==> config.mk <==
export PLATFORM = sky130hd
export DESIGN_NAME = seg_scan_capture
export DESIGN_NICKNAME = d
export VERILOG_FILES = /design/src/rtl/seg_scan_pkg.sv /design/src/rtl/seg7_glyph_decode.sv /design/src/rtl/seg_scan_capture.sv
export SDC_FILE = /design/constraint.sdc
export NUM_CORES = 1
export LEC_CHECK = 0
export ABC_AREA = 1
export CORE_MARGIN = 4
export CORE_UTILIZATION = 30
export DETAILED_ROUTE_END_ITERATION = 16
export GPL_TIMING_DRIVEN = 0
export PLACE_DENSITY_LB_ADDON = 0.15
export SKIP_CTS_REPAIR_TIMING = 1
export SLEW_MARGIN = 20
export SYNTH_ARGS = -nofsm -noshare
export SYNTH_HDL_FRONTEND = slang
export SYNTH_HIERARCHICAL = 1
export SYNTH_SLANG_ARGS = --single-unit
==> constraint.sdc <==
create_clock -name clk -period 6 [get_ports clk]
set_clock_uncertainty 0.2 [all_clocks]
set_input_delay 1.2 -clock clk [delete_from_list [all_inputs] [get_ports clk]]
set_output_delay 1.2 -clock clk [all_outputs]
set_load 0.01 [all_outputs]
==> src/rtl/seg_scan_pkg.sv <==
// seg_scan_pkg: shared types and constants for the 7-segment scan capture block.
//   - FSM state enum for the per-sample settle tracker
//   - 16-entry hex glyph table (active-high, bit order gfedcba)
//   - segment bit indices and default digit count
package seg_scan_pkg;

    typedef enum logic [1:0] {
        ST_BLANK  = 2'd0,
        ST_SETTLE = 2'd1,
        ST_HELD   = 2'd2
    } scan_state_e;

    localparam int DEF_NUM_DIGITS = 8;

    localparam int SEG_A = 0;
    localparam int SEG_B = 1;
    localparam int SEG_C = 2;
    localparam int SEG_D = 3;
    localparam int SEG_E = 4;
    localparam int SEG_F = 5;
    localparam int SEG_G = 6;

    localparam logic [6:0] HEX_GLYPH [16] = '{
        7'h3F, 7'h06, 7'h5B, 7'h4F, 7'h66, 7'h6D, 7'h7D, 7'h07,
        7'h7F, 7'h6F, 7'h77, 7'h7C, 7'h39, 7'h5E, 7'h79, 7'h71
    };

endpackage

==> src/rtl/seg7_glyph_decode.sv <==
// seg7_glyph_decode: combinational exact-match decode of an active-high
// 7-segment glyph to a hex nibble.
//   glyph_i  [6:0] active-high glyph, bit order gfedcba
//   val_o    [3:0] decoded nibble, 0 when the glyph is not a hex glyph
//   hex_ok_o       1 when the glyph is one of the 16 hex glyphs
module seg7_glyph_decode
    import seg_scan_pkg::*;
(
    input  logic [6:0] glyph_i,
    output logic [3:0] val_o,
    output logic       hex_ok_o
);

    always_comb begin
        val_o    = 4'd0;
        hex_ok_o = 1'b0;
        for (int k = 0; k < 16; k++) begin
            if (glyph_i == HEX_GLYPH[k]) begin
                val_o    = 4'(k);
                hex_ok_o = 1'b1;
            end
        end
    end

endmodule

==> src/rtl/seg_scan_capture.sv <==
// seg_scan_capture: samples a multiplexed seg/an display bus, rejects
// glitches and anode-transition ghosting, and rebuilds the digit frame as
// raw glyphs plus decoded hex nibbles.
// Ports:
//   clk, rst            clock, asynchronous active-high reset
//   seg [6:0]           segment lines (polarity per SEG_ACTIVE_LOW)
//   an  [NUM_DIGITS-1:0] active-low anode enables
//   clr                 synchronous clear of frame, seen mask and scan_err
//   digit_code          captured active-high glyphs, 7 bits per digit
//   digit_val           decoded nibbles, 4 bits per digit
//   digit_hex_ok        per-digit hex-glyph flag
//   digit_valid         per-digit captured-since-clear flag
//   frame_done          one-cycle pulse when every digit has been captured
//   scan_err            sticky ghosting / scan-order error
// Optional: define SEG_SCAN_ORDER_CHECK_EN to flag out-of-order captures.
module seg_scan_capture
    import seg_scan_pkg::*;
#(
    parameter int NUM_DIGITS     = DEF_NUM_DIGITS,
    parameter int STABLE_CYCLES  = 4,
    parameter int SEG_ACTIVE_LOW = 1
) (
    input  logic                    clk,
    input  logic                    rst,
    input  logic [6:0]              seg,
    input  logic [NUM_DIGITS-1:0]   an,
    input  logic                    clr,
    output logic [7*NUM_DIGITS-1:0] digit_code,
    output logic [4*NUM_DIGITS-1:0] digit_val,
    output logic [NUM_DIGITS-1:0]   digit_hex_ok,
    output logic [NUM_DIGITS-1:0]   digit_valid,
    output logic                    frame_done,
    output logic                    scan_err
);

    localparam int IDX_W = $clog2(NUM_DIGITS);

    scan_state_e state_q, state_d;
    logic [7:0]  cnt_q, cnt_d;
    logic [6:0]  prev_seg_q;
    logic [NUM_DIGITS-1:0] prev_an_q;

    logic [NUM_DIGITS-1:0][6:0] code_q;
    logic [NUM_DIGITS-1:0][3:0] val_q;
    logic [NUM_DIGITS-1:0] hexok_q, valid_q, seen_q;
    logic frame_q, err_q;

    logic [6:0]       seg_n;
    logic [NUM_DIGITS-1:0] sel;
    logic [3:0]       nsel;
    logic [IDX_W-1:0] idx;
    logic             same, blank, multi, capture;
    logic [3:0]       dec_val;
    logic             dec_ok;

    // The current sample is the value being registered this edge; it is
    // compared against the previously registered one.
    assign seg_n = (SEG_ACTIVE_LOW != 0) ? ~seg : seg;
    assign sel   = ~an;
    assign same  = (seg_n == prev_seg_q) && (an == prev_an_q);

    always_comb begin
        nsel = 4'd0;
        idx  = '0;
        for (int i = 0; i < NUM_DIGITS; i++) begin
            if (sel[i]) begin
                nsel = nsel + 4'd1;
                idx  = IDX_W'(i);
            end
        end
    end

    assign blank = (nsel == 4'd0);
    assign multi = (nsel > 4'd1);

    always_ff @(posedge clk or posedge rst) begin
        if (rst) begin
            prev_seg_q <= '0;
            prev_an_q  <= '0;
            state_q    <= ST_BLANK;
            cnt_q      <= '0;
        end else begin
            prev_seg_q <= seg_n;
            prev_an_q  <= an;
            state_q    <= state_d;
            cnt_q      <= cnt_d;
        end
    end

    always_comb begin
        state_d = state_q;
        cnt_d   = cnt_q;
        capture = 1'b0;
        if (multi || blank) begin
            state_d = ST_BLANK;
            cnt_d   = 8'd0;
        end else begin
            case (state_q)
                ST_BLANK: begin
                    state_d = ST_SETTLE;
                    cnt_d   = 8'd1;
                end
                ST_SETTLE: begin
                    if (!same) begin
                        cnt_d = 8'd1;
                    end else if (cnt_q == 8'(STABLE_CYCLES - 1)) begin
                        capture = 1'b1;
                        state_d = ST_HELD;
                        cnt_d   = 8'd0;
                    end else begin
                        cnt_d = cnt_q + 8'd1;
                    end
                end
                ST_HELD: begin
                    if (!same) begin
                        state_d = ST_SETTLE;
                        cnt_d   = 8'd1;
                    end
                end
                default: begin
                    state_d = ST_BLANK;
                    cnt_d   = 8'd0;
                end
            endcase
        end
    end

    seg7_glyph_decode u_dec (
        .glyph_i  (seg_n),
        .val_o    (dec_val),
        .hex_ok_o (dec_ok)
    );

`ifdef SEG_SCAN_ORDER_CHECK_EN
    logic [IDX_W-1:0] last_idx_q;
    logic             have_last_q;
    logic [IDX_W-1:0] exp_idx;
    logic             order_bad;

    assign exp_idx   = (last_idx_q == IDX_W'(NUM_DIGITS - 1)) ? '0 : last_idx_q + 1'b1;
    assign order_bad = capture && have_last_q && (idx != exp_idx);

    always_ff @(posedge clk or posedge rst) begin
        if (rst) begin
            last_idx_q  <= '0;
            have_last_q <= 1'b0;
        end else if (clr) begin
            last_idx_q  <= '0;
            have_last_q <= 1'b0;
        end else if (capture) begin
            last_idx_q  <= idx;
            have_last_q <= 1'b1;
        end
    end
`else
    logic order_bad;
    assign order_bad = 1'b0;
`endif

    always_ff @(posedge clk or posedge rst) begin
        if (rst) begin
            code_q  <= '0;
            val_q   <= '0;
            hexok_q <= '0;
            valid_q <= '0;
            seen_q  <= '0;
            frame_q <= 1'b0;
            err_q   <= 1'b0;
        end else begin
            frame_q <= 1'b0;
            if (clr) begin
                code_q  <= '0;
                val_q   <= '0;
                hexok_q <= '0;
                valid_q <= '0;
                seen_q  <= '0;
                err_q   <= 1'b0;
            end else begin
                if (multi || order_bad) begin
                    err_q <= 1'b1;
                end
                if (capture) begin
                    code_q[idx]  <= seg_n;
                    val_q[idx]   <= dec_val;
                    hexok_q[idx] <= dec_ok;
                    valid_q[idx] <= 1'b1;
                    // Completing the set pulses frame_done and restarts tracking.
                    if ((seen_q | sel) == {NUM_DIGITS{1'b1}}) begin
                        seen_q  <= '0;
                        frame_q <= 1'b1;
                    end else begin
                        seen_q <= seen_q | sel;
                    end
                end
            end
        end
    end

    assign digit_code   = code_q;
    assign digit_val    = val_q;
    assign digit_hex_ok = hexok_q;
    assign digit_valid  = valid_q;
    assign frame_done   = frame_q;
    assign scan_err     = err_q;

endmodule

==> impl_metrics.tcl, run 1 <==
set metrics [dict create \
    outcome "completed" \
    grt_max_degree 94 \
    vias 7267 \
    dieWidth_um 170.1 \
    track_usage_pct 17.12 \
    crit_required_ns 6.16 \
    worstMarginPinSlew_ns 0.7582 \
    finalWirelength_mm 24.62 \
    cp.arrival_ns 5.67 \
    hold_path_class "register to register" \
    grt_pass1_wl_mm 38.90 \
    power_density_mw_per_mm2 250.7 \
    min_period_ns 5.511 \
    post_synth_xor_area_fraction_pct 2.222 \
    synthAdderAreaFrac_pct 1.587 \
    syn_area_mm2 0.007884 \
    path_class "input port to register" \
    synth-edff-count 0 \
    num_antenna_cells 0 \
    setup_viol 0 \
    ant_nets 0 \
    maxCapViolations 0 \
    crit_cells 27 \
    antenna_found_initial 0 \
    yosysSeqAreaShare_pct 44.12 \
    top_layer_used "met4" \
    cp_max_fo 10 \
    p_total_mw 2.550 \
    port_buffers 115 \
    drt-initial-drc-count 601 \
    clockBufferDepth 2 \
    routabilityCongestion 0.8719 \
    synth_compound_area_share_pct 3.126 \
    clock.fmax_mhz 181.5 \
    yosysTopAreaCellShare_pct 44.12 \
    postSynthCellCount 1025 \
    start_util_pct 30.34 \
    routed_via_density 4.819 \
    r2r_slack_ns 3.18 \
    place_area_mm2 0.009495 \
    numCtsBuffers 17 \
    ir_drop_v 0.0001575 \
    muxShareOfSynthArea_pct 0 \
    yosysMostFrequentCell "nand2_1" \
    critPathTopFamily "simple AND/OR/NAND/NOR gates" \
    p_leak_nw 4.874 \
    crit_path_start_kind "input port" \
    clock_sinks 139 \
    hold_viol 0 \
    dieHeight_um 170.1 \
    wl_met2_mm 11.15 \
    met3_length_mm 1.373 \
    synthSimpleGateAreaFrac_pct 39.47 \
    nNetsFinal 1189 \
    htree_levels 4 \
    cts_tree "yes" \
    yosys.area.top_type "dfrtp_1" \
    cp.buffers_inverters 6 \
    synth_top_family_by_area "simple AND/OR/NAND/NOR gates" \
    hold_path_depth 2 \
    rr_worst_depth 11 \
    drc 0 \
    drt-pass1-iter-count 6 \
    yosys_warnings 6 \
    grt_overflow 0 \
    clkLatencyLatePin_ns 0.43 \
    hold_slack_ns 0.2707 \
    synth-seq-cells 139 \
    grt_pass1_vias 6879 \
    slowest_stage "ha_1" \
    root_buffer "clkbuf_16" \
    clk_pin_slew_ns 0.06 \
    async_flop_share_pct 100.0 \
    max_stage_delay_ns 0.36 \
    place_hpwl_mm 17.42 \
    design_area_mm2 0.01017 \
    ys_types 40 \
    relSlewSlack_pct 49.03 \
    ys_top_cells_by_area "dfrtp_1 (44%), nand2_1 (15%), nand3_1 (8.9%)" \
    ios 124 \
    rsz0062_at_grt "no" \
    dieArea_mm2 0.02894 \
    layout_worst_path_cycle_share_pct 91.85 \
    core_area_mm2 0.02598 \
    synth_top_flop_cell "dfrtp_1" \
    syn_area_per_cell_um2 7.692 \
    syn-num-nets 1053 \
    placementRows 59 \
    wl_per_cell_um 16.33 \
    drt-met1-wl_mm 11.85 \
    final_max_slew_viol_count 0 \
    drive_above_1_share_pct 11.42 \
    synth_common_cells "nand2_1 (309), nand3_1 (140), dfrtp_1 (139)" \
    syn_to_final_growth_pct 29.04 \
    utilization_pct 39.15 \
    end_kind "register" \
]
metrics by stage:
| step | instances | setup WS (ns) | TNS [ns] |
|---|---|---|---|
| 2_1_floorplan | 1025 | 0.7894 | 0 |
| 3_3_place_gp | 1475 | -1.524 | -261.05 |
| 3_5_place_dp | 1476 | -0.5056 | -54.93 |
| 4_1_cts | 1507 | -0.07132 | -2.961 |
| 5_1_grt | 1508 | 0.09083 | 0 |
| 6_report | 1508 | 0.4892 | 0 |
area by class of cell:
class                      instances  area, µm²
clock buffer                      20      466.7
inverter                          74      287.8
sequential                       139       3478
clock inverter                    11      191.4
tap                              335      419.2
timing repair buffer             117       1191
fill                            2698      15810
multi-input combinational        745       3670
buffer                            67      469.2
state kept, by name, summed over array words and instances (netlist names):
signal / count
digit_hex_ok: 8
prev_an_q: 8
digit_valid: 8
digit_val: 32
state_q: 2
seen_q: 8
frame_done: 1
digit_code: 56
cnt_q: 8
prev_seg_q: 7
scan_err: 1
worst paths after layout:
check / startpoint / endpoint
setup / recovery: an[1] / digit_val[24]
hold / removal: digit_code[17] / digit_code[17]
setup reg to reg: cnt_q[0] / digit_val[24]
hold reg to reg: digit_code[17] / digit_code[17]
max in group asynchronous: rst / seen_q[2]
min in group asynchronous: rst / digit_code[43]
report_power, final:
group | leakage (nW) | switching, mW | internal [mW] | total [mW]
combinational | 2.67 | 0.255 | 0.131 | 0.386
clock | 0.314 | 0.412 | 0.767 | 1.18
sequential | 1.89 | 0.0191 | 0.966 | 0.985
tightest hold or removal path, cell delays in order (launching register included):
cell and delay (ns):
dfrtp_1 0.34, nand2_1 0.05, nand2_1 0.05
cells in the final DEF (no fill, tap or decap), types with 6 or more instances in the layout:
master and count:
xor2_1 10, clkbuf_1 22, nand2_2 14, a21oi_1 13
o21ai_1 10, nor3_1 109, nand2_1 309, nand4_1 15
clkbuf_16 17, o21ai_0 17, ha_1 10, nand3_1 140
buf_2 17, nand2_4 11, nor2_1 38, inv_2 6
dfrtp_1 139, xnor2_1 10, inv_1 65, buf_6 22
nor2_2 8, clkdlybuf4s50_1 113
cell families (layout without fill, tap and decap cells):
group / count (synthesis) / in the layout
adders and majority gates: 10 / 10
xor gates and xnor gates: 20 / 20
and+or+nand+nor: 669 / 669
buffers and inverters: 141 / 289
DFF: 139 / 139
AOI/OAI and AO/OA: 46 / 46
per-layer routing:
layer  global-route usage (%)  vias to the layer above
met5                        0                        -
met4                    4.132                        0
met3                    3.322                       17
met2                    26.26                      195
met1                    24.98                     3439
li1                         -                     3616
Power figures use the tool's default switching activity.
==> run 2, diff against run 1 <==
- MAX_ROUTING_LAYER: not set -> met4
==> run 2 against run 1 <==
  * Sequential power hardly changed
  * Flip-flop and latch count unchanged
  * Setup slack gained 0.0051 ns
  * Critical path depth is the same
  * Worst hold slack is essentially flat
  * Register-to-register slack about the same
  * Clock power barely moved
  * Via count shrank 0.18%
  * Final cell count unchanged
  * First-iteration DRC count rose by 13%
  * Largest power group unchanged
  * Highest routed layer unchanged
==> impl_metrics.tcl, run 2 (synthesis gave the netlist of run 1 again) <==
set metrics [dict create \
    utilization_pct 39.15 \
    finalSetupTns_ns 0 \
    ios 124 \
    crit_path_start_kind "input port" \
    place_hpwl_mm 17.42 \
    vias 7254 \
    grt_overflow 0 \
    syn_to_final_growth_pct 29.04 \
    antenna_found_initial 0 \
    num_antenna_cells 0 \
    track_usage_pct 17.64 \
    ant_nets 0 \
    min_period_ns 5.506 \
    ir_drop_v 0.0001588 \
    drive_above_1_share_pct 11.42 \
    cp_max_fo 10 \
    dieHeight_um 170.1 \
    port_buffers 115 \
    routed_via_density 4.810 \
    root_buffer "clkbuf_16" \
    mostFrequentLayoutCell "nand2_1" \
    layout_common_cells "nand2_1 (309), nand3_1 (140), dfrtp_1 (139)" \
    start_util_pct 30.34 \
    drt-pass1-iter-count 7 \
    placementRows 59 \
    clkLatencyLatePin_ns 0.43 \
    clock_sinks 139 \
    clock.fmax_mhz 181.6 \
    dieArea_mm2 0.02894 \
    cts_tree "yes" \
    relSlewSlack_pct 48.23 \
    numCtsBuffers 17 \
    largest_reg_flops 56 \
    crit_required_ns 6.16 \
    setup_viol 0 \
    grt_pass1_wl_mm 38.85 \
    maxCapViolations 0 \
    layout_worst_path_cycle_share_pct 91.76 \
    hold_path_class "register to register" \
    end_kind "register" \
    p_leak_nw 4.874 \
    wl_per_cell_um 16.34 \
    worstMarginPinSlew_ns 0.7701 \
    grt_max_degree 94 \
    path_class "input port to register" \
    nNetsFinal 1189 \
    grt_pass1_vias 6879 \
    drc 0 \
    core_area_mm2 0.02598 \
    outcome "completed" \
    clk_pin_slew_ns 0.06 \
    htree_levels 4 \
    routabilityCongestion 0.8862 \
    finalWirelength_mm 24.65 \
    hold_viol 0 \
    dieWidth_um 170.1 \
    power_density_mw_per_mm2 250.6 \
    cp.arrival_ns 5.66 \
    clockBufferDepth 2 \
    final_max_slew_viol_count 0 \
    drt-initial-drc-count 680 \
    rsz0062_at_grt "no" \
]
-- run 2: cell counts in the layout (fill, tap and decap cells not counted) --
Identical to the previous run, type by type.
-- run 2: layout make-up --
cell class,instances,area [µm²]
fillers,2698,15810
multi-input cells,745,3670
flip-flops and latches,139,3478
repair buffers,117,1191
plain buffers,67,469.2
clock buffers,20,466.7
well taps,335,419.2
inverters,74,287.8
clock inverters,11,191.4
-- run 2: report_power, final --
group / switching [mW] / internal (mW) / leakage [nW]
registers: 0.0192 / 0.966 / 1.89
logic: 0.255 / 0.131 / 2.67
clock network: 0.411 / 0.767 / 0.314
-- run 2: per-layer routing --
metal,up-vias,wire [µm],global-route usage [%]
met4,0,164,4.132
met1,3435,12020,25.14
met3,15,1158,3.066
met5,-,0,-
li1,3622,-,-
met2,182,11300,26.27
-- run 2: final timing paths --
kind                                start        endpoint  slack, ns  cells after the start
setup / recovery                    an[1]   digit_val[24]       0.49                     27
hold / removal             digit_code[17]  digit_code[17]       0.27                      2
setup reg to reg                 cnt_q[0]   digit_val[24]       3.18                     11
hold reg to reg            digit_code[17]  digit_code[17]       0.27                      2
max in group asynchronous             rst       seen_q[3]       3.83                      3
min in group asynchronous             rst  digit_code[43]       0.97                      2
-- run 2: through the flow --
stage	instances	total power, mW	setup WS (ns)	instance area (µm²)	hold WS (ns)
after CTS	1507	2.578	-0.07132	10150	0.2741
after floorplan	1025	1.261	0.7894	7884	0.2763
after global routing	1508	2.659	0.09085	10170	0.2943
after detailed placement	1476	1.389	-0.5056	9495	0.2594
final	1508	2.549	0.4943	10170	0.2705
after global placement	1475	1.384	-1.524	9454	0.2556
-- run 2: worst max-delay path, stage by stage --
cell	delay, ns
dlymetal6s2s_1	0.25
inv_1	0.14
ha_1	0.36
inv_1	0.06
nand2_2	0.07
nand2_2	0.09
xnor2_1	0.14
o21ai_0	0.22
ha_1	0.29
or2_2	0.29
nand2_1	0.12
xnor2_1	0.08
o21ai_0	0.18
ha_1	0.26
or2_2	0.26
nand2_1	0.11
inv_1	0.07
ha_1	0.29
nand2_1	0.06
o21ai_0	0.10
a21oi_2	0.20
nand4_4	0.12
nand2_2	0.12
buf_6	0.22
buf_6	0.16
nand3_1	0.11
nand2_1	0.09
==> run 3, diff against run 2 <==
- DONT_BUFFER_PORTS: not set -> 1
==> run 3 against run 2 <==
  * Fmax is 3.8% higher
  * Worst hold slack improved by 0.036 ns
  * Die area did not move
  * Final cell count decreased by 7.6%
  * Via count down 7.5%
  * Critical path type unchanged
  * Highest routed layer unchanged
==> impl_metrics.tcl, run 3 (synthesis gave the netlist of run 1 again) <==
set metrics [dict create \
    p_leak_nw 4.410 \
    grt_overflow 0 \
    dieHeight_um 170.1 \
    antenna_found_initial 0 \
    setup_viol 0 \
    place_area_mm2 0.008344 \
    track_usage_pct 17.45 \
    clock.fmax_mhz 188.5 \
    multiInputGateArea_mm2 0.003665 \
    largest_reg_flops 56 \
    register_area_mm2 0.003478 \
    p_total_mw 2.348 \
    outcome "completed" \
    rsz0062_at_grt "no" \
    ir_drop_v 0.0001548 \
    cts_tree "yes" \
    start_util_pct 30.34 \
    drt-pass1-iter-count 5 \
    mostFrequentLayoutCell "nand2_1" \
    htree_levels 4 \
    port_buffers 0 \
    routabilityCongestion 0.8763 \
    setup_ws_ns 0.6957 \
    critPathTopFamily "simple AND/OR/NAND/NOR gates" \
    core_area_mm2 0.02598 \
    end_kind "register" \
    clock_sinks 139 \
    regToRegStartpoint "cnt_q[0]" \
    maxCapViolations 0 \
    design_area_mm2 0.008907 \
    max_stage_delay_ns 0.34 \
    num_antenna_cells 0 \
    grt_max_degree 86 \
    finalWirelength_mm 24.45 \
    worstMarginPinSlew_ns 0.8241 \
    cp-endpoint "digit_code[49]" \
    crit_cells 27 \
    layout_common_cells "nand2_1 (309), nand3_1 (140), dfrtp_1 (139)" \
    grt_pass1_wl_mm 38.23 \
    dieArea_mm2 0.02894 \
    grt_pass1_vias 6570 \
    drc 0 \
    relSlewSlack_pct 44.60 \
    r2r_slack_ns 3.01 \
    finalSetupTns_ns 0 \
    nNetsFinal 1073 \
    ios 124 \
    ant_nets 0 \
    fillers 2790 \
    cp.buffers_inverters 5 \
    vias 6710 \
    crit_path_frequent_cell "nand2_1" \
    slowest_stage "ha_1" \
    power_density_mw_per_mm2 263.6 \
    dieWidth_um 170.1 \
    numCtsBuffers 17 \
    min_period_ns 5.304 \
    place_hpwl_mm 17.73 \
    rr_endpoint "digit_code[49]" \
    clk_pin_slew_ns 0.06 \
    rr_worst_depth 12 \
    crit_start "an[1]" \
    routed_via_density 4.817 \
    clockBufferDepth 2 \
    clkLatencyLatePin_ns 0.43 \
    root_buffer "clkbuf_16" \
    drt-initial-drc-count 445 \
    layout_worst_path_cycle_share_pct 88.40 \
    wl_per_cell_um 17.55 \
    path_class "input port to register" \
    dp_slack_ns 0.2279 \
    placementRows 59 \
    final_max_slew_viol_count 0 \
    hold_viol 0 \
    cp.arrival_ns 5.42 \
    drive_above_1_share_pct 12.48 \
    cp_max_fo 10 \
    syn_to_final_growth_pct 12.98 \
    crit_required_ns 6.11 \
    hold_path_class "register to register" \
    crit_path_start_kind "input port" \
]
==> run 3: cell count changes in the layout (fill, tap and decap cells not counted), sizes merged <==
cell           previous run  this run
dlymetal6s2s              2         0
clkdlybuf4s50           113         0
clkbuf                   43        41
bufinv                    5         1
inv                      73        75
clkinv                    4         8
==> run 3: worst min-delay path by stage <==
stage / startpoint / endpoint / slack [ns] / cells after the start
2_1_floorplan: seen_q[0] / seen_q[0] / 0.28 / 2
3_3_place_gp: seen_q[6] / seen_q[6] / 0.29 / 2
3_5_place_dp: seen_q[6] / seen_q[6] / 0.29 / 2
4_1_cts: seen_q[6] / seen_q[6] / 0.31 / 2
5_1_grt: seen_q[6] / seen_q[6] / 0.34 / 2
6_report: seen_q[6] / seen_q[6] / 0.31 / 2
==> run 3: worst register-to-register path: stages (launching register included) <==
cell and delay, ns:
dfrtp_1 0.40, ha_1 0.21, inv_1 0.07, nor4_1 0.63
inv_1 0.16, nor3_2 0.26, nand4_4 0.23, nand2_2 0.17
buf_12 0.20, nand2_4 0.08, buf_6 0.14, nand2_1 0.07
nand2_1 0.05
==> run 3: final cells by class <==
class / instances / area share, %
clock inverters: 13 / 1.349
clock buffers: 19 / 4.973
repair buffers: 1 / 0.3090
multi-input cells: 745 / 41.14
inverters: 74 / 3.231
well taps: 335 / 4.706
flip-flops and latches: 139 / 39.05
plain buffers: 67 / 5.240
==> run 3: layer usage <==
metal	vias up	share of wire, %	track usage [%]	wire length, µm
li1	3385	-	-	-
met1	3146	47	23.02	11420
met2	156	45	26.72	11020
met3	23	6.7	4.994	1629
met4	0	1.5	4.028	376
met5	-	0	-	0
==> run 3: metrics by stage <==
| stage | hold WS (ns) | utilization [%] | instances |
|---|---|---|---|
| global route | 0.3365 | 34.28 | 1393 |
| finish | 0.3063 | 34.28 | 1393 |
| global placement | 0.2912 | 31.95 | 1360 |
| floorplan | 0.2763 | - | 1025 |
| detailed placement | 0.2946 | 32.11 | 1361 |
| CTS | 0.3097 | 34.28 | 1393 |
==> run 3: power breakdown <==
group	switching (mW)	leakage, nW	internal, mW
Sequential	0.0289	1.89	0.966
Combinational	0.240	2.25	0.103
Clock	0.427	0.270	0.583
Total	0.696	4.41	1.65
